<file path="src/rtl/mux_scan_pkg.sv">
// Shared definitions for the mux scan sequencer: FSM encoding, channel count, dwell counter width.
package mux_scan_pkg;

  localparam logic [1:0] ST_IDLE   = 2'd0;
  localparam logic [1:0] ST_SETTLE = 2'd1;
  localparam logic [1:0] ST_HOLD   = 2'd2;

  localparam int SEL_W = 3;
  localparam int NCH   = 2 ** SEL_W;
  localparam int CNT_W = 4;

endpackage

</file>
<file path="src/rtl/mux_scan_ctrl_if.sv">
// Sample delivery channel of the mux scan sequencer: {channel, data} with valid/ready flow control.
interface mux_scan_ctrl_if #(
  parameter int WIDTH  = 4,
  parameter int SWIDTH = 3
) ();

  logic              out_valid;
  logic              out_ready;
  logic [WIDTH-1:0]  out_data;
  logic [SWIDTH-1:0] out_ch;

  modport master (output out_valid, output out_data, output out_ch, input out_ready);
  modport slave  (input out_valid, input out_data, input out_ch, output out_ready);

endinterface

</file>
<file path="src/rtl/mux_next_ch_find.sv">
// Priority search for the next enabled channel: lowest set mask bit strictly above cur,
// or the lowest set bit overall when from_start is high.
module mux_next_ch_find
  import mux_scan_pkg::*;
#(
  parameter int SWIDTH = SEL_W
) (
  input  logic [(2**SWIDTH)-1:0] mask,
  input  logic [SWIDTH-1:0]      cur,
  input  logic                   from_start,
  output logic                   found,
  output logic [SWIDTH-1:0]      next
);

  localparam int NCH_L = 2 ** SWIDTH;

  logic hit_s;

  // Scan from the top down so the lowest qualifying bit is the last one written.
  always_comb begin
    found = 1'b0;
    next  = {SWIDTH{1'b0}};
    hit_s = 1'b0;
    for (int i = NCH_L - 1; i >= 0; i--) begin
      hit_s = mask[i] & (from_start | (i > int'(cur)));
      found = found | hit_s;
      next  = hit_s ? SWIDTH'(i) : next;
    end
  end

endmodule

</file>
<file path="src/rtl/mux_scan_ctrl.sv">
// Drives the 8:1 mux select over the enabled channels, waits DWELL edges per channel, captures
// the mux output and hands {channel, data} to a single downstream consumer.
module mux_scan_ctrl
  import mux_scan_pkg::*;
#(
  parameter int WIDTH  = 4,
  parameter int SWIDTH = SEL_W,
  parameter int DWELL  = 2
) (
  input  logic                   clk,
  input  logic                   rst_n,
  input  logic                   start,
  input  logic                   cont,
  input  logic [(2**SWIDTH)-1:0] ch_mask,
  output logic [SWIDTH-1:0]      sel,
  input  logic [WIDTH-1:0]       mux_o,
  output logic                   busy,
  output logic                   scan_done,
  mux_scan_ctrl_if.master        out_if
);

  localparam int NCH_L = 2 ** SWIDTH;
  localparam logic [CNT_W-1:0] DWELL_LOAD = CNT_W'(DWELL - 1);

  logic [1:0]        state_r;
  logic [CNT_W-1:0]  cnt_r;
  logic [NCH_L-1:0]  mask_r;
  logic [SWIDTH-1:0] sel_r;
  logic              out_valid_r;
  logic [WIDTH-1:0]  out_data_r;
  logic [SWIDTH-1:0] out_ch_r;
  logic              busy_r;
  logic              scan_done_r;

  logic              pass_found_s;
  logic [SWIDTH-1:0] pass_next_s;
  logic              first_found_s;
  logic [SWIDTH-1:0] first_next_s;

  // Next channel within the current pass, above the channel just delivered.
  mux_next_ch_find #(.SWIDTH(SWIDTH)) u_find_pass (
    .mask       (mask_r),
    .cur        (sel_r),
    .from_start (1'b0),
    .found      (pass_found_s),
    .next       (pass_next_s)
  );

  // First channel of a fresh pass, taken from the live mask that is about to be latched.
  mux_next_ch_find #(.SWIDTH(SWIDTH)) u_find_first (
    .mask       (ch_mask),
    .cur        ({SWIDTH{1'b0}}),
    .from_start (1'b1),
    .found      (first_found_s),
    .next       (first_next_s)
  );

  // Scan FSM, dwell counter, mask latch and registered outputs.
  always_ff @(posedge clk or negedge rst_n) begin
    if (!rst_n) begin
      state_r     <= ST_IDLE;
      cnt_r       <= {CNT_W{1'b0}};
      mask_r      <= {NCH_L{1'b0}};
      sel_r       <= {SWIDTH{1'b0}};
      out_valid_r <= 1'b0;
      out_data_r  <= {WIDTH{1'b0}};
      out_ch_r    <= {SWIDTH{1'b0}};
      busy_r      <= 1'b0;
      scan_done_r <= 1'b0;
    end else begin
      scan_done_r <= 1'b0;
      case (state_r)
        ST_IDLE: begin
          if (start && first_found_s) begin
            mask_r  <= ch_mask;
            sel_r   <= first_next_s;
            cnt_r   <= DWELL_LOAD;
            busy_r  <= 1'b1;
            state_r <= ST_SETTLE;
          end else if (start) begin
            scan_done_r <= 1'b1;
          end else begin
            busy_r <= 1'b0;
          end
        end
        ST_SETTLE: begin
          if (cnt_r != {CNT_W{1'b0}}) begin
            cnt_r <= cnt_r - {{(CNT_W-1){1'b0}}, 1'b1};
          end else begin
            out_data_r  <= mux_o;
            out_ch_r    <= sel_r;
            out_valid_r <= 1'b1;
            state_r     <= ST_HOLD;
          end
        end
        ST_HOLD: begin
          if (out_if.out_ready) begin
            out_valid_r <= 1'b0;
            if (pass_found_s) begin
              sel_r   <= pass_next_s;
              cnt_r   <= DWELL_LOAD;
              state_r <= ST_SETTLE;
            end else if (cont && first_found_s) begin
              // Wrap: the new pass uses whatever mask is presented now.
              mask_r  <= ch_mask;
              sel_r   <= first_next_s;
              cnt_r   <= DWELL_LOAD;
              state_r <= ST_SETTLE;
            end else begin
              mask_r      <= cont ? ch_mask : mask_r;
              scan_done_r <= 1'b1;
              busy_r      <= 1'b0;
              state_r     <= ST_IDLE;
            end
          end else begin
            out_valid_r <= 1'b1;
          end
        end
        default: begin
          out_valid_r <= 1'b0;
          busy_r      <= 1'b0;
          state_r     <= ST_IDLE;
        end
      endcase
    end
  end

  assign sel              = sel_r;
  assign busy             = busy_r;
  assign scan_done        = scan_done_r;
  assign out_if.out_valid = out_valid_r;
  assign out_if.out_data  = out_data_r;
  assign out_if.out_ch    = out_ch_r;

endmodule

</file>
<file path="src/flat_wrapper.sv">
// flat-port wrapper written by rule: the top's interface ports become plain ports
module mux_scan_ctrl_flat import mux_scan_pkg::*;
#(
  parameter int WIDTH  = 4,
  parameter int SWIDTH = SEL_W,
  parameter int DWELL  = 2
)
  (clk, rst_n, start, cont, ch_mask, sel, mux_o, busy, scan_done, out_if_out_valid, out_if_out_data, out_if_out_ch, out_if_out_ready);
  mux_scan_ctrl_if #(.WIDTH(WIDTH), .SWIDTH(SWIDTH)) out_if_i ();
  input  logic clk;
  input  logic rst_n;
  input  logic start;
  input  logic cont;
  input  logic [(2**SWIDTH)-1:0] ch_mask;
  output logic [SWIDTH-1:0] sel;
  input  logic [WIDTH-1:0] mux_o;
  output logic busy;
  output logic scan_done;
  output wire logic [$bits(out_if_i.out_valid)-1:0] out_if_out_valid;
  output wire logic [$bits(out_if_i.out_data)-1:0] out_if_out_data;
  output wire logic [$bits(out_if_i.out_ch)-1:0] out_if_out_ch;
  input wire logic [$bits(out_if_i.out_ready)-1:0] out_if_out_ready;
  assign out_if_out_valid = out_if_i.out_valid;
  assign out_if_out_data = out_if_i.out_data;
  assign out_if_out_ch = out_if_i.out_ch;
  assign out_if_i.out_ready = out_if_out_ready;
  mux_scan_ctrl #(.WIDTH(WIDTH), .SWIDTH(SWIDTH), .DWELL(DWELL)) u_core (.clk(clk), .rst_n(rst_n), .start(start), .cont(cont), .ch_mask(ch_mask), .sel(sel), .mux_o(mux_o), .busy(busy), .scan_done(scan_done), .out_if(out_if_i));
endmodule
</file>
<file path="config.mk">
export PLATFORM = sky130hd
export DESIGN_NAME = mux_scan_ctrl_flat
export DESIGN_NICKNAME = d
export VERILOG_FILES = /design/src/rtl/mux_scan_pkg.sv /design/src/rtl/mux_scan_ctrl_if.sv /design/src/rtl/mux_next_ch_find.sv /design/src/rtl/mux_scan_ctrl.sv /design/src/flat_wrapper.sv
export SDC_FILE = /design/constraint.sdc
export NUM_CORES = 1
export LEC_CHECK = 0
export CAP_MARGIN = 5
export CORE_MARGIN = 1.5
export CORE_UTILIZATION = 52
export DETAILED_ROUTE_END_ITERATION = 16
export GPL_TIMING_DRIVEN = 0
export PLACE_DENSITY = 0.77
export SYNTH_ARGS = -nofsm -noshare
export SYNTH_HDL_FRONTEND = slang
export SYNTH_SLANG_ARGS = --single-unit
export TNS_END_PERCENT = 5
</file>
<file path="constraint.sdc">
create_clock -name clk -period 3.1 [get_ports clk]
set_clock_uncertainty 0.2 [all_clocks]
set_input_delay 0.465 -clock clk [delete_from_list [all_inputs] [get_ports clk]]
set_output_delay 0.465 -clock clk [all_outputs]
set_load 0.005 [all_outputs]
</file>
==> results.yml, run 1 <==
synthesis:
  syn_area_mm2: 0.00167
  yosysTopAreaCellShare_pct: 39.0
  synthCells: 161
  synth.distinct_cells: 46
  async_reset_ff_share_pct: 100
  synth_ff_type: "dfrtp_1"
  yosys.area.top_type: "dfrtp_1"
  synth-edff-count: 0
  synth_area_leaders: "dfrtp_1, mux2_2, mux2_4, ha_1, a21oi_1"
  ys_seq_area_share_pct: 39.0
  syn-num-nets: 185
  yosys_warnings: 0
  syn_avg_cell_area_um2: 10.4
  synth_seq_cells: 26
global_route:
  grt-ovfl-total: 0
  grt_max_degree: 27
  grt_pass1_wl_mm: 5.75
  grt_pass1_vias: 1274
  grt.total_usage_pct: 21.4
  antenna_found_initial: 0
cts:
  cts.sinks: 26
  cts_tree: "built"
  path_clk_slew_ns: 0.14
  cts_root_buffer: "clkbuf_4"
  clock_latency_ns: 0.32
  cts_buffer_depth: 2
  numCtsBuffers: 3
  postCtsSetupBuffers: 0
  cts_hold_buf: 0
  h-tree-depth: 1
  cts_resized: 0
floorplan:
  fp-row-count: 20
  dieArea_mm2: 0.00356
  start_util_pct: 54.7
  io-pin-count: 30
  core-area_mm2: 0.00305
  die-width_um: 59.7
  dieHeight_um: 59.7
place:
  port_buffers: 29
  place.gp.congestion: 0.810
  dpl_cell_area_mm2: 0.00201
  dp_hpwl_mm: 2.63
routing:
  ant_nets: 0
  dr.pass1.iters: 4
  drtIter0Drc: 46
  vias: 1350
  drcViolationCount: 0
  wl_mm: 3.52
  routed_via_density: 5.65
  wl_per_cell_um: 14.7
sta:
  setup_tns_ns: 0
  tightest_slew_ns: 0.499
  timing.final.hold_violations: 0
  min_period_ns: 2.60
  maxSlewHeadroom_pct: 66.8
  clock.fmax_mhz: 384
  setup_viol: 0
  finalCritPeriodShare_pct: 83.9
  rsz0062_at_grt: "no"
  finalMaxSlewViolations: 0
  hold_ws_ns: 0.248
flow_run:
  maxCapViolCount: 0
power_and_ir_drop:
  cellLeakagePower_nw: 0.922
  irDropWorstVdd_uv: 436
  p_total_mw: 1.87
  power.density_mw_per_mm2: 900
critical_path:
  r2r_end: "u_core.cnt_r[0]"
  ff2ff_path_depth: 8
  r2r-start: "u_core.state_r[1]"
  critPathArrivalTime_ns: 2.62
  cp-startpoint: "ch_mask[4]"
  critPathRequiredTime_ns: 3.12
  rrSetupSlack_ns: 0.61
  criticalPathCategory: "input pin to flop"
  cp_max_fo: 7
  cp-start-kind: "input pin"
  endpoint_kind: "flop"
final_layout:
  final_cell_area_mm2: 0.00208
  layout-drive-gt1-share_pct: 17.9
  area_delta_synth_final_pct: 24.5
  final_core_util_pct: 68.1
  nNetsFinal: 220
  diodes: 0
worst_hold_path:
  min-delay-path-class: "input pin to asynchronous set/reset pin"
status:
  outcome: "finished clean"
registers in the layout (all words and copies together), names as in the netlist:
signal	count
u_core.out_if.out_valid	1
u_core.sel	3
u_core.state_r	2
u_core.scan_done	1
u_core.out_if.out_data	4
u_core.out_if.out_ch	3
u_core.busy	1
u_core.mask_r	7
u_core.cnt_r	4
synth_stat cells, types with 2 or more instances:
master and count:
a21oi_1 13, a31oi_1 2, and3_1 2, buf_2 3
dfrtp_1 26, ha_1 7, inv_1 13, mux2_2 10
mux2_4 7, mux2i_1 2, nand2_1 15, nand2b_1 7
nand3_1 4, nand3b_1 5, nand4_1 2, nor2_1 7
nor3_1 2, nor4_1 2, o211ai_1 2, o21a_1 2
o21bai_1 2, o31ai_1 2
kinds of logic after synthesis:
kind of cell / count (synthesis) / synth area share (%)
buf+inv: 18 / 4.72
flops: 26 / 39.0
mux: 20 / 14.9
compound gates: 36 / 16.6
fa+ha+maj: 7 / 5.25
simple gates: 54 / 19.5
area by class of cell:
type	instances	area, um2
multi-input combinational	117	940
tap	44	55.1
sequential	26	651
clock buffer	4	36.3
timing repair buffer	30	318
fill	256	975
inverter	13	48.8
buffer	5	30.0
through the flow:
step	setup WS [ns]	std cells
floorplan	0.792	161
global placement	0.244	234
detailed placement	0.166	234
CTS	0.517	238
global route	0.459	239
finish	0.499	239
how the worst max path moves through the flow:
stage / end / slack, ns / depth (start not counted)
2_1_floorplan: u_core.cnt_r[0] / 0.79 / 8
3_3_place_gp: u_core.sel[0] / 0.24 / 7
3_5_place_dp: u_core.sel[0] / 0.17 / 7
4_1_cts: u_core.sel[0] / 0.52 / 7
5_1_grt: u_core.sel[0] / 0.46 / 7
6_report: u_core.sel[0] / 0.50 / 7
power by group:
| part | leakage, nW | internal (mW) | switching (mW) |
|---|---|---|---|
| Clock | 0.0210 | 0.0718 | 0.102 |
| Combinational | 0.578 | 0.585 | 0.486 |
| Sequential | 0.324 | 0.482 | 0.144 |
cell usage in the layout, fill, tap and decap left out, types with 3 or more instances in the layout:
cell type / instances
a21oi_1: 13
buf_2: 3
clkbuf_4: 3
clkdlybuf4s50_1: 29
dfrtp_1: 26
ha_1: 7
inv_1: 13
mux2_2: 10
mux2_4: 7
nand2_1: 15
nand2b_1: 7
nand3_1: 4
nand3b_1: 5
nor2_1: 7
worst max-delay path: stages:
cell	delay, ns
clkdlybuf4s50_1	0.46
nor4_1	0.47
nand2_1	0.26
nand2_1	0.13
a21oi_1	0.17
o211ai_1	0.28
mux2_2	0.39
per-layer routing:
| layer | GRT usage (%) | up-vias | wire [um] | share of wire, % |
|---|---|---|---|---|
| li1 | - | 648 | - | - |
| met1 | 27.6 | 653 | 1590 | 45 |
| met2 | 34.9 | 43 | 1740 | 50 |
| met3 | 3.46 | 6 | 137 | 3.9 |
| met4 | 10.2 | 0 | 45 | 1.3 |
| met5 | 0 | - | 0 | 0 |
No activity file was read; power rests on OpenSTA's default activity.
==> inputs of run 2 (changes only) <==
--- a/config.mk
+++ b/config.mk
@@ -7,10 +7,10 @@
 export LEC_CHECK = 0
 export CAP_MARGIN = 5
 export CORE_MARGIN = 1.5
-export CORE_UTILIZATION = 52
+export CORE_UTILIZATION = 47
 export DETAILED_ROUTE_END_ITERATION = 16
 export GPL_TIMING_DRIVEN = 0
-export PLACE_DENSITY = 0.77
+export PLACE_DENSITY = 0.73
 export SYNTH_ARGS = -nofsm -noshare
 export SYNTH_HDL_FRONTEND = slang
 export SYNTH_SLANG_ARGS = --single-unit
==> constraint.sdc (replaced) <==
create_clock -name clk -period 2.2 [get_ports clk]
set_clock_uncertainty 0.2 [all_clocks]
set_input_delay 0.33 -clock clk [delete_from_list [all_inputs] [get_ports clk]]
set_output_delay 0.33 -clock clk [all_outputs]
set_load 0.005 [all_outputs]
==> results.yml, run 2 (synthesized netlist as in run 1, its figures left out) <==
sta:
  timing.final.hold_violations: 0
  min_period_ns: 2.21
  maxSlewHeadroom_pct: 60.1
  rsz0062_at_grt: "yes"
  fin_ws_ns: -0.00525
  finalMaxSlewViolations: 0
  clock.fmax_mhz: 453
  setup_viol: 1
  finalCritPeriodShare_pct: 100
  tightest_slew_ns: 0.598
critical_path:
  cp_max_fo: 10
  rrSetupSlack_ns: -0.005
  ff2ff_path_depth: 6
  critPathRequiredTime_ns: 2.23
  cp-start-kind: "flop"
  criticalPathCategory: "flop to flop"
  cp.buffers_inverters: 1
  cp_slowest_cell: "a311o_4"
  r2r_end: "u_core.cnt_r[0]"
  r2r-start: "u_core.sel[1]"
  path_delay_family: "compound AO/OA/AOI/OAI gates"
  endpoint_kind: "flop"
  cp_cell_sequence: "buf_6 -> nand2b_4 -> a211oi_4 -> nor3_2 -> a311o_4 -> mux2_4"
  slowest_delay_ns: 0.45
  critPathArrivalTime_ns: 2.24
cts:
  cts_buffer_depth: 2
  cts_tree: "built"
  h-tree-depth: 1
  cts_root_buffer: "clkbuf_4"
  clock_latency_ns: 0.32
  cts.sinks: 26
  numCtsBuffers: 3
  path_clk_slew_ns: 0.15
final_layout:
  largest_register_ffs: 7
  final_core_util_pct: 66.5
  layout-drive-gt1-share_pct: 29.8
  regMostFlops: "u_core.mask_r"
  mostFrequentLayoutCell: "clkdlybuf4s50_1"
  most-common-layout-cells: "clkdlybuf4s50_1, dfrtp_1, nand2_1"
  diodes: 0
  final_cells: 251
  nNetsFinal: 230
  area_delta_synth_final_pct: 34.0
global_route:
  grt_pass1_vias: 1300
  grt_pass1_wl_mm: 5.89
  grt.total_usage_pct: 18.7
  grt_max_degree: 27
  antenna_found_initial: 0
  grt-ovfl-total: 0
power_and_ir_drop:
  power.density_mw_per_mm2: 1280
  cellLeakagePower_nw: 0.996
  clockPowerShare_pct: 11.6
  irDropWorstVdd_uv: 570
  p_seq_share_pct: 31.2
  switching_share_pct: 37.3
  power.internal_mw: 1.79
  combPwrFrac_pct: 57.2
  power.switching_mw: 1.07
routing:
  drtIter0Drc: 74
  wl_mm: 3.67
  wl_per_cell_um: 14.6
  dr.pass1.iters: 4
  drcViolationCount: 0
  routed_via_density: 5.34
  ant_nets: 0
  vias: 1341
worst_hold_path:
  min_to: "u_core.mask_r[5]"
  min_path_cells: 2
  worstHoldStart: "ch_mask[5]"
  min-delay-path-class: "input pin to flop"
place:
  port_buffers: 29
  dp_hpwl_mm: 2.51
  place.gp.congestion: 0.813
  dp_cells: 236
floorplan:
  core-area_mm2: 0.00336
  die-width_um: 62.6
  start_util_pct: 49.6
  io-pin-count: 30
  fp-row-count: 21
  dieHeight_um: 62.6
  dieArea_mm2: 0.00392
flow_run:
  maxCapViolCount: 0
status:
  outcome: "finished with violations"
  violations: "setup timing"
-- run 2: changes by cell type in the layout (fill, tap and decap cells not counted), sizes merged --
cell	previous run	this run
dlymetal6s2s	0	2
clkdlybuf4s50	29	26
bufinv	0	1
clkbuf	5	3
buf	5	16
dlygate4sd3	0	1
-- run 2: how the worst max path moves through the flow --
stage                       from  slack [ns]  cells after the start              end
2_1_floorplan  u_core.state_r[1]       -0.04                      8  u_core.cnt_r[0]
3_3_place_gp          ch_mask[4]       -0.47                      7    u_core.sel[0]
3_5_place_dp          ch_mask[4]       -0.46                      7    u_core.sel[0]
4_1_cts        u_core.state_r[0]       -0.06                      7  u_core.cnt_r[0]
5_1_grt            u_core.sel[1]       -0.05                      6  u_core.cnt_r[0]
6_report           u_core.sel[1]      -0.005                      6  u_core.cnt_r[0]
-- run 2: worst reg2reg max path: stages (launching register included) --
cell and delay [ns]:
dfrtp_1 0.42, buf_6 0.14, nand2b_4 0.15, a211oi_4 0.33, nor3_2 0.11, a311o_4 0.45
mux2_4 0.31
-- run 2: timing repair --
action	4_1_cts	5_1_grt
hold buffers	0	1
setup buffers	3	8
hold endpoints to repair	0	26
setup endpoints to repair	13	13
pin swaps	3	7
resized for setup	5	14
-- run 2: power by group through the flow --
stage | clock network, mW | registers [mW] | logic [mW]
after floorplan | 0 | 0.850 | 1.12
final | 0.332 | 0.891 | 1.63
after global placement | 0 | 0.875 | 1.48
after global routing | 0.364 | 0.916 | 1.79
after detailed placement | 0 | 0.890 | 1.52
after CTS | 0.345 | 0.877 | 1.55
-- run 2: metrics by stage --
step | power (mW) | area [um2] | setup TNS [ns] | hold WS [ns] | setup slack [ns]
finish | 2.86 | 2240 | -0.00525 | 0.204 | -0.00525
global placement | 2.35 | 2040 | -4.51 | 0.290 | -0.469
detailed placement | 2.41 | 2040 | -4.64 | 0.295 | -0.459
CTS | 2.77 | 2130 | -0.0694 | 0.330 | -0.0580
floorplan | 1.97 | 1690 | -0.0426 | -0.166 | -0.0426
global route | 3.07 | 2240 | -0.144 | 0.196 | -0.0497
-- run 2: layout make-up --
| type | count | area, um2 |
|---|---|---|
| fillers | 296 | 1130 |
| multi-input cells | 117 | 1010 |
| flip-flops and latches | 26 | 654 |
| repair buffers | 41 | 383 |
| well taps | 46 | 57.6 |
| inverters | 13 | 48.8 |
| plain buffers | 4 | 32.5 |
| clock inverters | 1 | 30.0 |
| clock buffers | 3 | 22.5 |
-- run 2: routing by layer --
layer	vias up	wire, um	global-route usage (%)
met5	-	0	0
met4	0	22	5.56
met3	2	105	2.52
met2	21	1870	31.7
met1	647	1670	24.9
li1	671	-	-
==> inputs of run 3 (changes only) <==
--- a/config.mk
+++ b/config.mk
@@ -5,6 +5,7 @@
 export SDC_FILE = /design/constraint.sdc
 export NUM_CORES = 1
 export LEC_CHECK = 0
+export ABC_CLOCK_PERIOD_IN_PS = 2200
 export CAP_MARGIN = 5
 export CORE_MARGIN = 1.5
 export CORE_UTILIZATION = 47
==> results of run 3 <==
No change in the layout: final DEF, timing and power equal those of run 2.
